$ cat config.mk
export PLATFORM = sky130hd
export DESIGN_NAME = sdio_master
export DESIGN_NICKNAME = d
export VERILOG_FILES = /design/src/rtl/sdio_master.sv
export SDC_FILE = /design/constraint.sdc
export NUM_CORES = 1
export LEC_CHECK = 0
export CORE_MARGIN = 2
export CORE_UTILIZATION = 46
export CTS_CLUSTER_DIAMETER = 120
export CTS_CLUSTER_SIZE = 28
export DETAILED_ROUTE_END_ITERATION = 12
export PLACE_DENSITY = 0.69
export SETUP_SLACK_MARGIN = 0.5
export SLEW_MARGIN = 10
export SYNTH_ARGS = -nofsm -noshare
export SYNTH_HDL_FRONTEND = slang
export SYNTH_SLANG_ARGS = --single-unit
$ cat constraint.sdc
create_clock -name clk -period 6.9 [get_ports clk]
set_input_delay 1.725 -clock clk [delete_from_list [all_inputs] [get_ports clk]]
set_output_delay 1.725 -clock clk [all_outputs]
set_load 0.02 [all_outputs]
$ cat src/rtl/sdio_master.sv
// 3-wire serial master: turns one valid/ready request into a write or read frame
// on sclk/sdio, with a released-bus turnaround ahead of read data.
module sdio_master #(
    parameter int ADDR_W      = 7,
    parameter int DATA_W      = 8,
    parameter int CLK_DIV     = 2,
    parameter int TURN_CYCLES = 1
) (
    input  logic              clk,
    input  logic              rst_n,
    input  logic              req_valid,
    output logic              req_ready,
    input  logic              req_rw,
    input  logic [ADDR_W-1:0] req_addr,
    input  logic [DATA_W-1:0] req_wdata,
    output logic              rsp_valid,
    output logic [DATA_W-1:0] rsp_rdata,
    output logic              sclk,
    output logic              sdio_o,
    output logic              sdio_oe,
    input  logic              sdio_i,
    output logic              busy
);

    localparam int NW = 1 + ADDR_W + DATA_W;
    localparam int NR = 1 + ADDR_W + TURN_CYCLES + DATA_W;
    localparam int BW = $clog2(NR + 1);
    localparam int HW = $clog2(CLK_DIV) + 1;
    localparam int SW = ADDR_W + DATA_W;

    localparam logic [2:0] IDLE  = 3'd0;
    localparam logic [2:0] CMD   = 3'd1;
    localparam logic [2:0] WDATA = 3'd2;
    localparam logic [2:0] TURN  = 3'd3;
    localparam logic [2:0] RDATA = 3'd4;
    localparam logic [2:0] DONE  = 3'd5;

    logic [2:0]        state;
    logic [HW-1:0]     hcnt;
    logic [BW-1:0]     bitcnt;
    logic [SW-1:0]     txsh;
    logic [DATA_W-1:0] rxsh;
    logic              rw;

    logic [BW-1:0] bitnxt;
    logic [BW-1:0] blast;
    logic          hlast;

    assign bitnxt    = bitcnt + BW'(1);
    assign blast     = rw ? BW'(NR) : BW'(NW);
    assign hlast     = (hcnt == HW'(CLK_DIV - 1));
    assign req_ready = (state == IDLE);
    assign busy      = ~req_ready;

    always_ff @(posedge clk or negedge rst_n) begin
        if (!rst_n) begin
            state     <= IDLE;
            hcnt      <= '0;
            bitcnt    <= '0;
            txsh      <= '0;
            rxsh      <= '0;
            rw        <= 1'b0;
            sclk      <= 1'b0;
            sdio_o    <= 1'b0;
            sdio_oe   <= 1'b0;
            rsp_valid <= 1'b0;
            rsp_rdata <= '0;
        end else begin
            rsp_valid <= 1'b0;
            case (state)
                IDLE: begin
                    if (req_valid) begin
                        // rw bit goes out immediately; the shifter holds address then data
                        state   <= CMD;
                        rw      <= req_rw;
                        txsh    <= {req_addr, req_wdata};
                        sdio_o  <= req_rw;
                        sdio_oe <= 1'b1;
                        sclk    <= 1'b0;
                        hcnt    <= '0;
                        bitcnt  <= '0;
                    end
                end
                DONE: state <= IDLE;
                default: begin
                    if (!hlast) begin
                        hcnt <= hcnt + HW'(1);
                    end else begin
                        hcnt <= '0;
                        if (!sclk) begin
                            sclk <= 1'b1;
                            if (state == RDATA)
                                rxsh <= DATA_W'({rxsh, sdio_i});
                        end else begin
                            // end of a bit period: the next bit is driven as sclk falls
                            sclk   <= 1'b0;
                            bitcnt <= bitnxt;
                            if (bitnxt == blast) begin
                                state     <= DONE;
                                sdio_o    <= 1'b0;
                                sdio_oe   <= 1'b0;
                                rsp_valid <= 1'b1;
                                if (rw)
                                    rsp_rdata <= rxsh;
                            end else if (bitnxt <= BW'(ADDR_W) || !rw) begin
                                state  <= (bitnxt <= BW'(ADDR_W)) ? CMD : WDATA;
                                sdio_o <= txsh[SW-1];
                                txsh   <= txsh << 1;
                            end else begin
                                state   <= (bitnxt <= BW'(ADDR_W + TURN_CYCLES)) ? TURN : RDATA;
                                sdio_o  <= 1'b0;
                                sdio_oe <= 1'b0;
                            end
                        end
                    end
                end
            endcase
        end
    end

endmodule

After elaboration in Yosys (flattened, before gate mapping)
Index checks and enable logic that the tools add are counted.

word-level totals
  register bits after elaboration = 46
  bits in latches = 0
  bits in writable memories = 0
  bits in read-only memories = 0
  input bits = 20
  logic and storage cells = 86
  memories = 0

cells by class
  add/subtract/negate cells = 2
  multipliers = 0
  div/mod/pow operators = 0
  order comparisons = 2
  equal/unequal tests = 7
  shifts and indexed selects = 0
  muxes and demuxes = 42
  bitwise logic cells = 4
  reduce and logical (&&, ||, !) cells = 18

operators by type and width
  cell                   number
  $mux W15               5
  $pmux W15 S2           1
  $mux W1                18
  $mux W3                6
  $mux W5                3
  $pmux W5 S2            1
  $reduce_and A5 Y1      2
  $reduce_and A4 Y1      2
  $eq A3 B3 Y1 const B   2
  $mux W2                3
  $pmux W1 S2            3
  $pmux W3 S2            1
  $reduce_and A3 Y1      2
  $reduce_and A6 Y1      1
  $reduce_bool A2 Y1     3
  $reduce_bool A3 Y1     2
  $add A5 B1 Y5 const B  1
  $eq A5 B5 Y1           1
  $le A5 B3 Y1 const B   1
  $le A5 B4 Y1 const B   1
  $ne A2 B2 Y1 const B   2
  $not A1 Y1             4
  $pmux W2 S2            1
  $reduce_and A2 Y1      2
  7 further kinds        7

Depth between registers and ports, before layout
Gate-level depths: netlist (run 1).

  word-level depth = 8
  gate-level depth with buffers = 7
  gate-level depth less buffers = 6

Worst setup path after synthesis (run 1)
No wires, ideal clock.

  kind = register -> output
  start = register state[1]
  end = output port busy
  arrival time = 1.605 ns
  path slack = 3.570 ns
  cell stages (with the launch flop) = 6
  cells stage by stage = dfrtp_1 clkbuf_1 nor3_1 clkbuf_1 buf_2 inv_1

between the ends
  longest elaborated chain between the ends = 2

RTL lines
  element                   RTL line  RTL
  start: declaration        38        logic [2:0] state;
  start signal: assignment  106       state <= (bitnxt <= BW'(ADDR_W)) ? CMD : WDATA;
  start signal: assignment  110       state <= (bitnxt <= BW'(ADDR_W + TURN_CYCLES)) ? TURN : RDATA;
  $logic_not A3 Y1          52        assign req_ready = (state == IDLE);
  net req_ready             12        output logic req_ready,
  $not A1 Y1                53        assign busy = ~req_ready;
  end: declaration          22        output logic busy

The timed path passes the listed nets, and every way through them passes these cells.

Final worst setup path (run 1)
  start = register state[2]
  end = output port req_ready

between the ends
  longest elaborated chain between the ends = 1

RTL lines
  element           RTL line
  $logic_not A3 Y1  52
  end: declaration  12

No other way between the ends.

==> results of run 1 <==
[area by class of cell]
cell class | instances | area, µm² | share of cell area [%]
multi-input cells | 131 | 1095 | 38.67
inverters | 7 | 26.28 | 0.9280
well taps | 67 | 83.83 | 2.961
clock inverters | 2 | 60.06 | 2.121
flip-flops and latches | 46 | 1151 | 40.65
repair buffers | 34 | 332.8 | 11.75
clock buffers | 6 | 82.58 | 2.916
[per-stage QoR]
stage / cells / total power, mW
floorplan: 191 / 0.8495
global placement: 285 / 0.9430
detailed placement: 285 / 0.9540
CTS: 293 / 1.202
global route: 293 / 1.270
finish: 293 / 1.190
[critical path: stages, from the launching register on]
cell	delay, ns
dfrtp_1	0.55
nor3_2	0.38
clkdlybuf4s50_1	0.67
[state kept, by name, indices dropped and copies added, names as in the netlist, 2 cells and up]
signal and cells:
rsp_rdata 8, txsh 15, hcnt 2, bitcnt 5, rxsh 8, state 3
[power groups by stage]
stage,Combinational [mW],Clock (mW),Sequential [mW]
final,0.518,0.244,0.427
after global routing,0.565,0.263,0.442
after CTS,0.524,0.251,0.426
after detailed placement,0.524,0,0.430
after global placement,0.512,0,0.431
after floorplan,0.444,0,0.405
[kinds of logic after synthesis]
group	count (synthesis)
DFF	46
muxes	43
and+or+nand+nor	40
AOI/OAI and AO/OA	38
buffers and inverters	14
xor gates and xnor gates	7
adders and majority gates	3
[cells in the final DEF, fill, tap and decap left out, types with 2 or more instances in the layout]
cell and count:
a22oi_1 2, nand2_1 9, o21ai_0 17, clkdlybuf4s50_1 32, inv_1 7, nand2b_1 2, nand3b_1 3, and2_1 4
nand3_1 3, mux2_4 8, mux2_2 33, nor2b_1 3, clkbuf_8 6, ha_1 3, a21oi_1 5, mux2i_1 2
dfrtp_1 46, bufinv_16 2, nor2_1 7, xor2_1 4, xnor2_1 3, a22o_1 2
[metal layers]
| layer | part of all wire, % | wire [µm] | GRT usage, % | up-vias |
|---|---|---|---|---|
| met5 | 0 | 0 | 0 | - |
| met4 | 2.2 | 91 | 7.143 | 0 |
| met3 | 3.5 | 144 | 4.150 | 10 |
| met2 | 43 | 1783 | 24.39 | 27 |
| met1 | 51 | 2138 | 25.33 | 739 |
| li1 | - | - | - | 748 |
[Yosys cell counts (all sizes together)]
library cell / n / area share (%)
nor2b: 3 / 0.82
a22oi: 2 / 0.65
o21ai: 18 / 3.9
o21a: 1 / 0.33
o311ai: 1 / 0.38
o31ai: 1 / 0.33
nand4b: 1 / 0.38
a211o: 1 / 0.76
and2: 4 / 1.1
nor4: 1 / 0.27
mux2: 41 / 21
ha: 3 / 1.6
a21oi: 5 / 1.1
and3b: 1 / 0.38
buf: 2 / 0.71
dfrtp: 46 / 50
xnor2: 3 / 1.1
a22o: 2 / 0.76
o221a: 1 / 0.49
nor3b: 1 / 0.33
inv: 7 / 1.1
nor3: 2 / 0.43
o211ai: 2 / 0.87
a311o: 1 / 0.43
and3: 1 / 0.27
nand2: 9 / 1.5
nor2: 8 / 1.4
clkbuf: 5 / 0.82
a21o: 1 / 0.33
o211a: 1 / 0.43
or4: 1 / 0.49
nand3b: 3 / 0.98
a211oi: 1 / 0.54
mux2i: 2 / 0.87
nand3: 3 / 0.65
nand2b: 2 / 0.54
xor2: 4 / 1.5
[how the worst min path moves through the flow]
stage | startpoint | end | slack (ns) | depth (start not counted)
floorplan | rxsh[7] | rsp_rdata[7] | 0.47 | 1
global placement | rxsh[7] | rxsh[7] | 0.49 | 1
detailed placement | txsh[1] | txsh[1] | 0.49 | 1
CTS | txsh[10] | txsh[10] | 0.51 | 1
global route | txsh[11] | txsh[11] | 0.53 | 1
finish | txsh[10] | txsh[10] | 0.51 | 1
==> flow_summary.ini, run 1 <==
[run_status]
status = finished clean

[placement]
place_congestion = 0.8196
io_buffers = 33
placed_area_um2 = 2689
dpl.hpwl_um = 2811
pre_cts_slack_ns = 3.074

[timing]
fin_hold_ws_ns = 0.5070
finalSetupTns_ns = 0
min_period_ns = 3.625
fin_crit_sh_pct = 52.54
worst_pin_slew_ns = 1.014
hold_viol = 0
relSlewSlack_pct = 32.43
finalSetupViolations = 0
setup_slack_ns = 3.275
clock_skew_ns = 0.006204
rsz0062_at_grt = false
fmax_mhz = 275.8
slew_viol_final = 0

[worst_setup_path]
timing.rr.start = bitcnt[0]
crit_arrival_ns = 1.90
crit_fanout = 14
worst_setup_path_start_kind = flip-flop
critPathLaunch = state[2]
crit_required_ns = 5.18
crit_type = flip-flop to output port
rr_endpoint = txsh[13]
worstSetupEndpointType = output port
crit_path_end = req_ready
r2r_cells = 6
r2r_setup_slack_ns = 4.37

[die]
rows = 25
io_pins = 34
dieArea_um2 = 5587
initial_core_util_pct = 48.10
die_height_um = 74.75
dieWidth_um = 74.75
core-area_um2 = 4786

[grt]
grt_pass1_wl_um = 7265
grt_max_degree = 47
antenna_found_initial = 0
globalRoute.totalOverflow = 0
first_global_vias = 1506
grt_use_total_pct = 17.18

[synth]
seq_area_frac_synth_pct = 50.00
syn_area_per_cell_um2 = 12.05
synth_top_family_by_area = multiplexers
ys_seq_elements = 46
synth_compound_area_share_pct = 11.30
syn_area_um2 = 2302
ys.warnings.count = 0
netlist_instances = 191
synth_nets = 214
synthSimpleGateAreaFrac_pct = 9.511
synthXorXnorAreaFrac_pct = 2.663
synth.area.mux_share_pct = 22.23
synth.distinct_cells = 42
synthAdderAreaFrac_pct = 1.630

[clock_network]
postCtsSetupRepairBufs = 0
holdBufCountCts = 0
cts_buffers = 5
cts_resized = 0
ctsRootBufferMaster = clkbuf_8
cts_tree = yes
cts_htree_levels = 2
clkSlewWorstSetupHoldPaths_ns = 0.08
cts_sinks = 46
clk_latency_ns = 0.30
clock_tree.buffer_depth = 2

[cells_and_area]
fin_util_pct = 59.16
final_area_um2 = 2831
fillerInstances = 401
drive_gt1_share_pct = 25.66
antenna_cells = 0
nets = 248
area_growth_pct = 22.99

[routing]
wire_per_inst_um = 14.19
drtPass1Iterations = 4
routed_wl_um = 4157
drc = 0
vias_per_cell = 5.201
vias = 1524
drtIter0Drc = 122
drtAntennaViolNets = 0

[pwr]
leakagePower_nw = 1.269
seqPwrFrac_pct = 35.9
powerDensity_nw_per_um2 = 420.1
clockPowerShare_pct = 20.5
internal-power_mw = 0.8050
p_comb_share_pct = 43.6
p_switching_mw = 0.3846
p_sw_share_pct = 32.33
ir_drop_mv = 0.2390

[hold_path]
min_path_type = flip-flop to flip-flop

[run]
cap_violations = 0
No activity file was read; power rests on OpenSTA's default activity.
==> run 2: changes to the inputs <==
- clock period: 6.9 -> 3.4 ns (I/O delays scaled with it)
==> run 2 against run 1 <==
Effect of this change: die area stayed put; largest power group unchanged; worst setup slack worse by 2.7 ns; clock skew is 0.00059 ns higher; critical path type unchanged; hold slack worse by 0.00065 ns; total power is 88% higher.
==> flow_summary.ini, run 2 (synthesized netlist as in run 1, its figures left out) <==
[clock_network]
clkSlewWorstSetupHoldPaths_ns = 0.08
cts_sinks = 46
cts_tree = yes
ctsRootBufferMaster = clkbuf_8
clock_tree.buffer_depth = 2
cts_resized = 0
holdBufCountCts = 0
cts_htree_levels = 2
postCtsSetupRepairBufs = 0
clk_latency_ns = 0.29
cts_buffers = 5

[die]
rows = 25
io_pins = 34
dieArea_um2 = 5587
dieWidth_um = 74.75
die_height_um = 74.75
core-area_um2 = 4786
initial_core_util_pct = 48.10

[routing]
drtIter0Drc = 75
drtPass1Iterations = 6
drtAntennaViolNets = 0
drc = 0
wire_per_inst_um = 14.06
routed_wl_um = 4106
vias_per_cell = 5.243
vias = 1531

[worst_setup_path]
crit_fanout = 14
crit_required_ns = 2.55
worstSetupEndpointType = output port
worst_setup_path_start_kind = flip-flop
crit_arrival_ns = 1.93
crit_type = flip-flop to output port

[grt]
grt_pass1_wl_um = 7231
antenna_found_initial = 0
globalRoute.totalOverflow = 0
first_global_vias = 1478
grt_max_degree = 47
grt_use_total_pct = 17.21

[cells_and_area]
reg_top3 = txsh: 15 flops, rsp_rdata: 8 flops, rxsh: 8 flops
layout_common_cells = dfrtp_1 (46), mux2_2 (33), clkdlybuf4s50_1 (32)
drive_gt1_share_pct = 24.44
top_register = txsh
layout_commonest_cell = dfrtp_1
largest_reg_flops = 15
antenna_cells = 0
fillerInstances = 411
area_growth_pct = 20.38
nets = 248

[placement]
io_buffers = 33
pre_cts_slack_ns = 0.4297
place_congestion = 0.8226
dpl.hpwl_um = 2869

[pwr]
ir_drop_mv = 0.5372
powerDensity_nw_per_um2 = 805.6
leakagePower_nw = 1.234

[timing]
fin_crit_sh_pct = 81.68
finalSetupViolations = 0
worst_pin_slew_ns = 0.9909
clock_skew_ns = 0.006795
rsz0062_at_grt = false
slew_viol_final = 0
min_period_ns = 2.777
setup_slack_ns = 0.6228
relSlewSlack_pct = 33.94
fmax_mhz = 360.1
finalSetupTns_ns = 0
hold_viol = 0

[run_status]
status = finished clean

[hold_path]
min_path_type = flip-flop to flip-flop

[run]
cap_violations = 0
-- run 2: cell count changes in the layout (fill, tap and decap cells not counted), sizes merged --
| cell | delta |
|---|---|
| bufinv | -2 |
| clkbuf | +1 |
-- run 2: final timing paths --
path | start | endpoint | cells past startpoint | slack, ns
worst max-delay path | state[2] | req_ready | 2 | 0.62
worst min register to register | txsh[9] | txsh[9] | 1 | 0.51
min in group asynchronous | rst_n | txsh[10] | 1 | 0.72
worst min-delay path | txsh[9] | txsh[9] | 1 | 0.51
worst max register to register | bitcnt[0] | txsh[4] | 6 | 0.84
max in group asynchronous | rst_n | rsp_rdata[4] | 1 | 2.06
-- run 2: final cells by class --
| class | count | area, µm² | share of cell area [%] |
|---|---|---|---|
| clock buffers | 7 | 76.32 | 2.754 |
| well taps | 67 | 83.83 | 3.025 |
| multi-input cells | 131 | 1101 | 39.73 |
| inverters | 7 | 26.28 | 0.9481 |
| repair buffers | 34 | 332.8 | 12.01 |
| flip-flops and latches | 46 | 1151 | 41.53 |
-- run 2: per-layer routing --
layer / routed length, µm / track usage, %
met2: 1865 / 25.47
met1: 1974 / 24.57
met5: 0 / 0
met4: 45 / 7.143
met3: 221 / 3.882
-- run 2: where the power goes --
part           internal (mW)  total, mW  switching [mW]
Sequential             0.716      0.866           0.150
Combinational          0.607       1.06           0.449
Clock                  0.142      0.310           0.168
-- run 2: through the flow --
| step | total power [mW] | area, µm² | hold slack, ns | cells | utilization (%) |
|---|---|---|---|---|---|
| 2_1_floorplan | 1.724 | 2302 | 0.4750 | 191 | - |
| 3_3_place_gp | 1.911 | 2689 | 0.4850 | 285 | 56.18 |
| 3_5_place_dp | 1.937 | 2689 | 0.4918 | 285 | 56.18 |
| 4_1_cts | 2.254 | 2765 | 0.5111 | 292 | 57.78 |
| 5_1_grt | 2.404 | 2771 | 0.5281 | 292 | 57.91 |
| 6_report | 2.233 | 2771 | 0.5064 | 292 | 57.91 |
-- run 2: worst max-delay path, stage by stage, from the launching register on --
cell	delay, ns
dfrtp_1	0.55
nor3_4	0.41
clkdlybuf4s50_1	0.67
==> run 3: changes to the inputs <==
- clock period: 3.4 -> 2.9 ns (I/O delays scaled with it)
==> run 3 against run 2 <==
Effect of this change: design area grew 5.1%; global-route usage shrank 0.32 points; sequential power grew 18%; total power grew 29%; combinational power grew 30%; final cell count grew 3.4%.
==> flow_summary.ini, run 3 (synthesized netlist as in run 1, its figures left out) <==
[grt]
grt_use_total_pct = 16.89
globalRoute.totalOverflow = 0
grt_pass1_wl_um = 7272
first_global_vias = 1551
antenna_found_initial = 0
grt_max_degree = 26

[worst_setup_path]
worstSetupEndpointType = flip-flop
crit_type = primary input to flip-flop
worstPathCellList = clkdlybuf4s50_1 > or4_4 > o211ai_4 > nor2_2 > a211o_4 > mux2_4
crit_arrival_ns = 2.58
worst_setup_path_start_kind = primary input
crit_required_ns = 3.08
max_stage_delay_ns = 0.45
crit_fanout = 8
critPathLaunch = req_valid
cp_slowest_cell = or4_4
timing.rr.start = bitcnt[0]

[cells_and_area]
layout_common_cells = dfrtp_1 (43), mux2_2 (33), clkdlybuf4s50_1 (30)
fin_cells = 302
largest_reg_flops = 15
layout_commonest_cell = dfrtp_1
seqCellArea_um2 = 1155
antenna_cells = 0
drive_gt1_share_pct = 31.49
top_register = txsh
reg_top3 = txsh: 15 flops, rsp_rdata: 8 flops, rxsh: 8 flops
fillerInstances = 400
area_growth_pct = 26.47
fin_util_pct = 60.84
multi_input_area_um2 = 1144
nets = 257

[clock_network]
cts_tree = yes
cts_htree_levels = 2
clk_latency_ns = 0.30
clkSlewWorstSetupHoldPaths_ns = 0.09
cts_buffers = 5
clock_tree.buffer_depth = 2
cts_sinks = 46
ctsRootBufferMaster = clkbuf_8

[timing]
rsz0062_at_grt = false
finalSetupViolations = 0
clock_skew_ns = 0.01037
fin_crit_sh_pct = 82.67
fmax_mhz = 417.1
finalSetupTns_ns = 0
setup_slack_ns = 0.5027
slew_viol_final = 0
worst_pin_slew_ns = 0.5398
min_period_ns = 2.397
hold_viol = 0
relSlewSlack_pct = 63.89

[routing]
vias_per_cell = 5.232
drtPass1Iterations = 4
wire_per_inst_um = 14.47
vias = 1580
drtIter0Drc = 123
routed_wl_um = 4370
drc = 0
drtAntennaViolNets = 0

[placement]
place_congestion = 0.8166
io_buffers = 33
post-place-cells = 291
dpl.hpwl_um = 2981
pre_cts_slack_ns = 0.2052

[pwr]
leakagePower_nw = 1.300
power_mw = 2.882
ir_drop_mv = 0.7463
powerDensity_nw_per_um2 = 989.7

[die]
io_pins = 34
dieWidth_um = 74.75
core-area_um2 = 4786
die_height_um = 74.75
initial_core_util_pct = 48.10
dieArea_um2 = 5587
rows = 25

[run_status]
status = finished clean

[run]
cap_violations = 0

[hold_path]
min_path_type = primary input to asynchronous set/reset pin
## run 3: cell count changes in the layout (fill, tap and decap cells not counted), sizes merged
cell,previous run,this run
buf,2,10
dlygate4sd2,0,2
clkdlybuf4s50,32,30
inv,7,8
clkinv,0,1
bufinv,0,1
a211o,1,2
clkbuf,7,5
## run 3: what timing repair did
item / CTS / global route
setup buffers: 0 / 2
hold endpoints to repair: 0 / 0
gates cloned: 0 / 1
hold buffers: 0 / 0
pin swaps: 1 / 3
gates resized for setup: 6 / 7
endpoints found under the setup margin: 15 / 21
## run 3: worst paths after layout
kind | depth (start not counted) | end | slack, ns
worst max-delay path | 6 | txsh[5] | 0.50
worst min-delay path | 1 | txsh[3] | 0.38
worst max register to register | 7 | txsh[5] | 0.61
worst min register to register | 1 | rsp_rdata[4] | 0.51
max in group asynchronous | 2 | state[0] | 1.80
min in group clk | 1 | rsp_rdata[4] | 0.51
## run 3: final cells by class
class | count | share of cell area, %
Clock inverter | 3 | 1.504
Sequential cell | 46 | 39.66
Timing Repair Buffer | 42 | 13.41
Clock buffer | 5 | 2.364
Multi-Input combinational cell | 132 | 39.28
Tap cell | 67 | 2.879
Inverter | 7 | 0.9025
## run 3: worst max-delay path, delay by kind of cell
family          cells  cell delay (ns)
simple gates        2             0.55
mux                 1             0.32
compound gates      2             0.55
buf+inv             1             0.42
## run 3: per-layer routing
| layer | up-vias | routed length (µm) | global-route usage, % |
|---|---|---|---|
| li1 | 771 | - | - |
| met4 | 0 | 63 | 5.357 |
| met1 | 768 | 2196 | 24.89 |
| met5 | - | 0 | 0 |
| met2 | 34 | 1923 | 25.47 |
| met3 | 7 | 186 | 3.079 |
## run 3: power breakdown
| part | switching (mW) | total [mW] | leakage (nW) | internal (mW) |
|---|---|---|---|---|
| Clock | 0.221 | 0.479 | 0.0585 | 0.258 |
| Combinational | 0.601 | 1.38 | 0.657 | 0.779 |
| Sequential | 0.179 | 1.02 | 0.585 | 0.843 |
| Total | 1.00 | 2.88 | 1.30 | 1.88 |
## run 3: per-stage QoR
step / cell area, µm² / hold WS [ns]
after floorplan: 2302 / 0.4294
after global placement: 2734 / 0.4862
after detailed placement: 2734 / 0.4912
after CTS: 2859 / 0.3854
after global routing: 2912 / 0.4140
final: 2912 / 0.3772
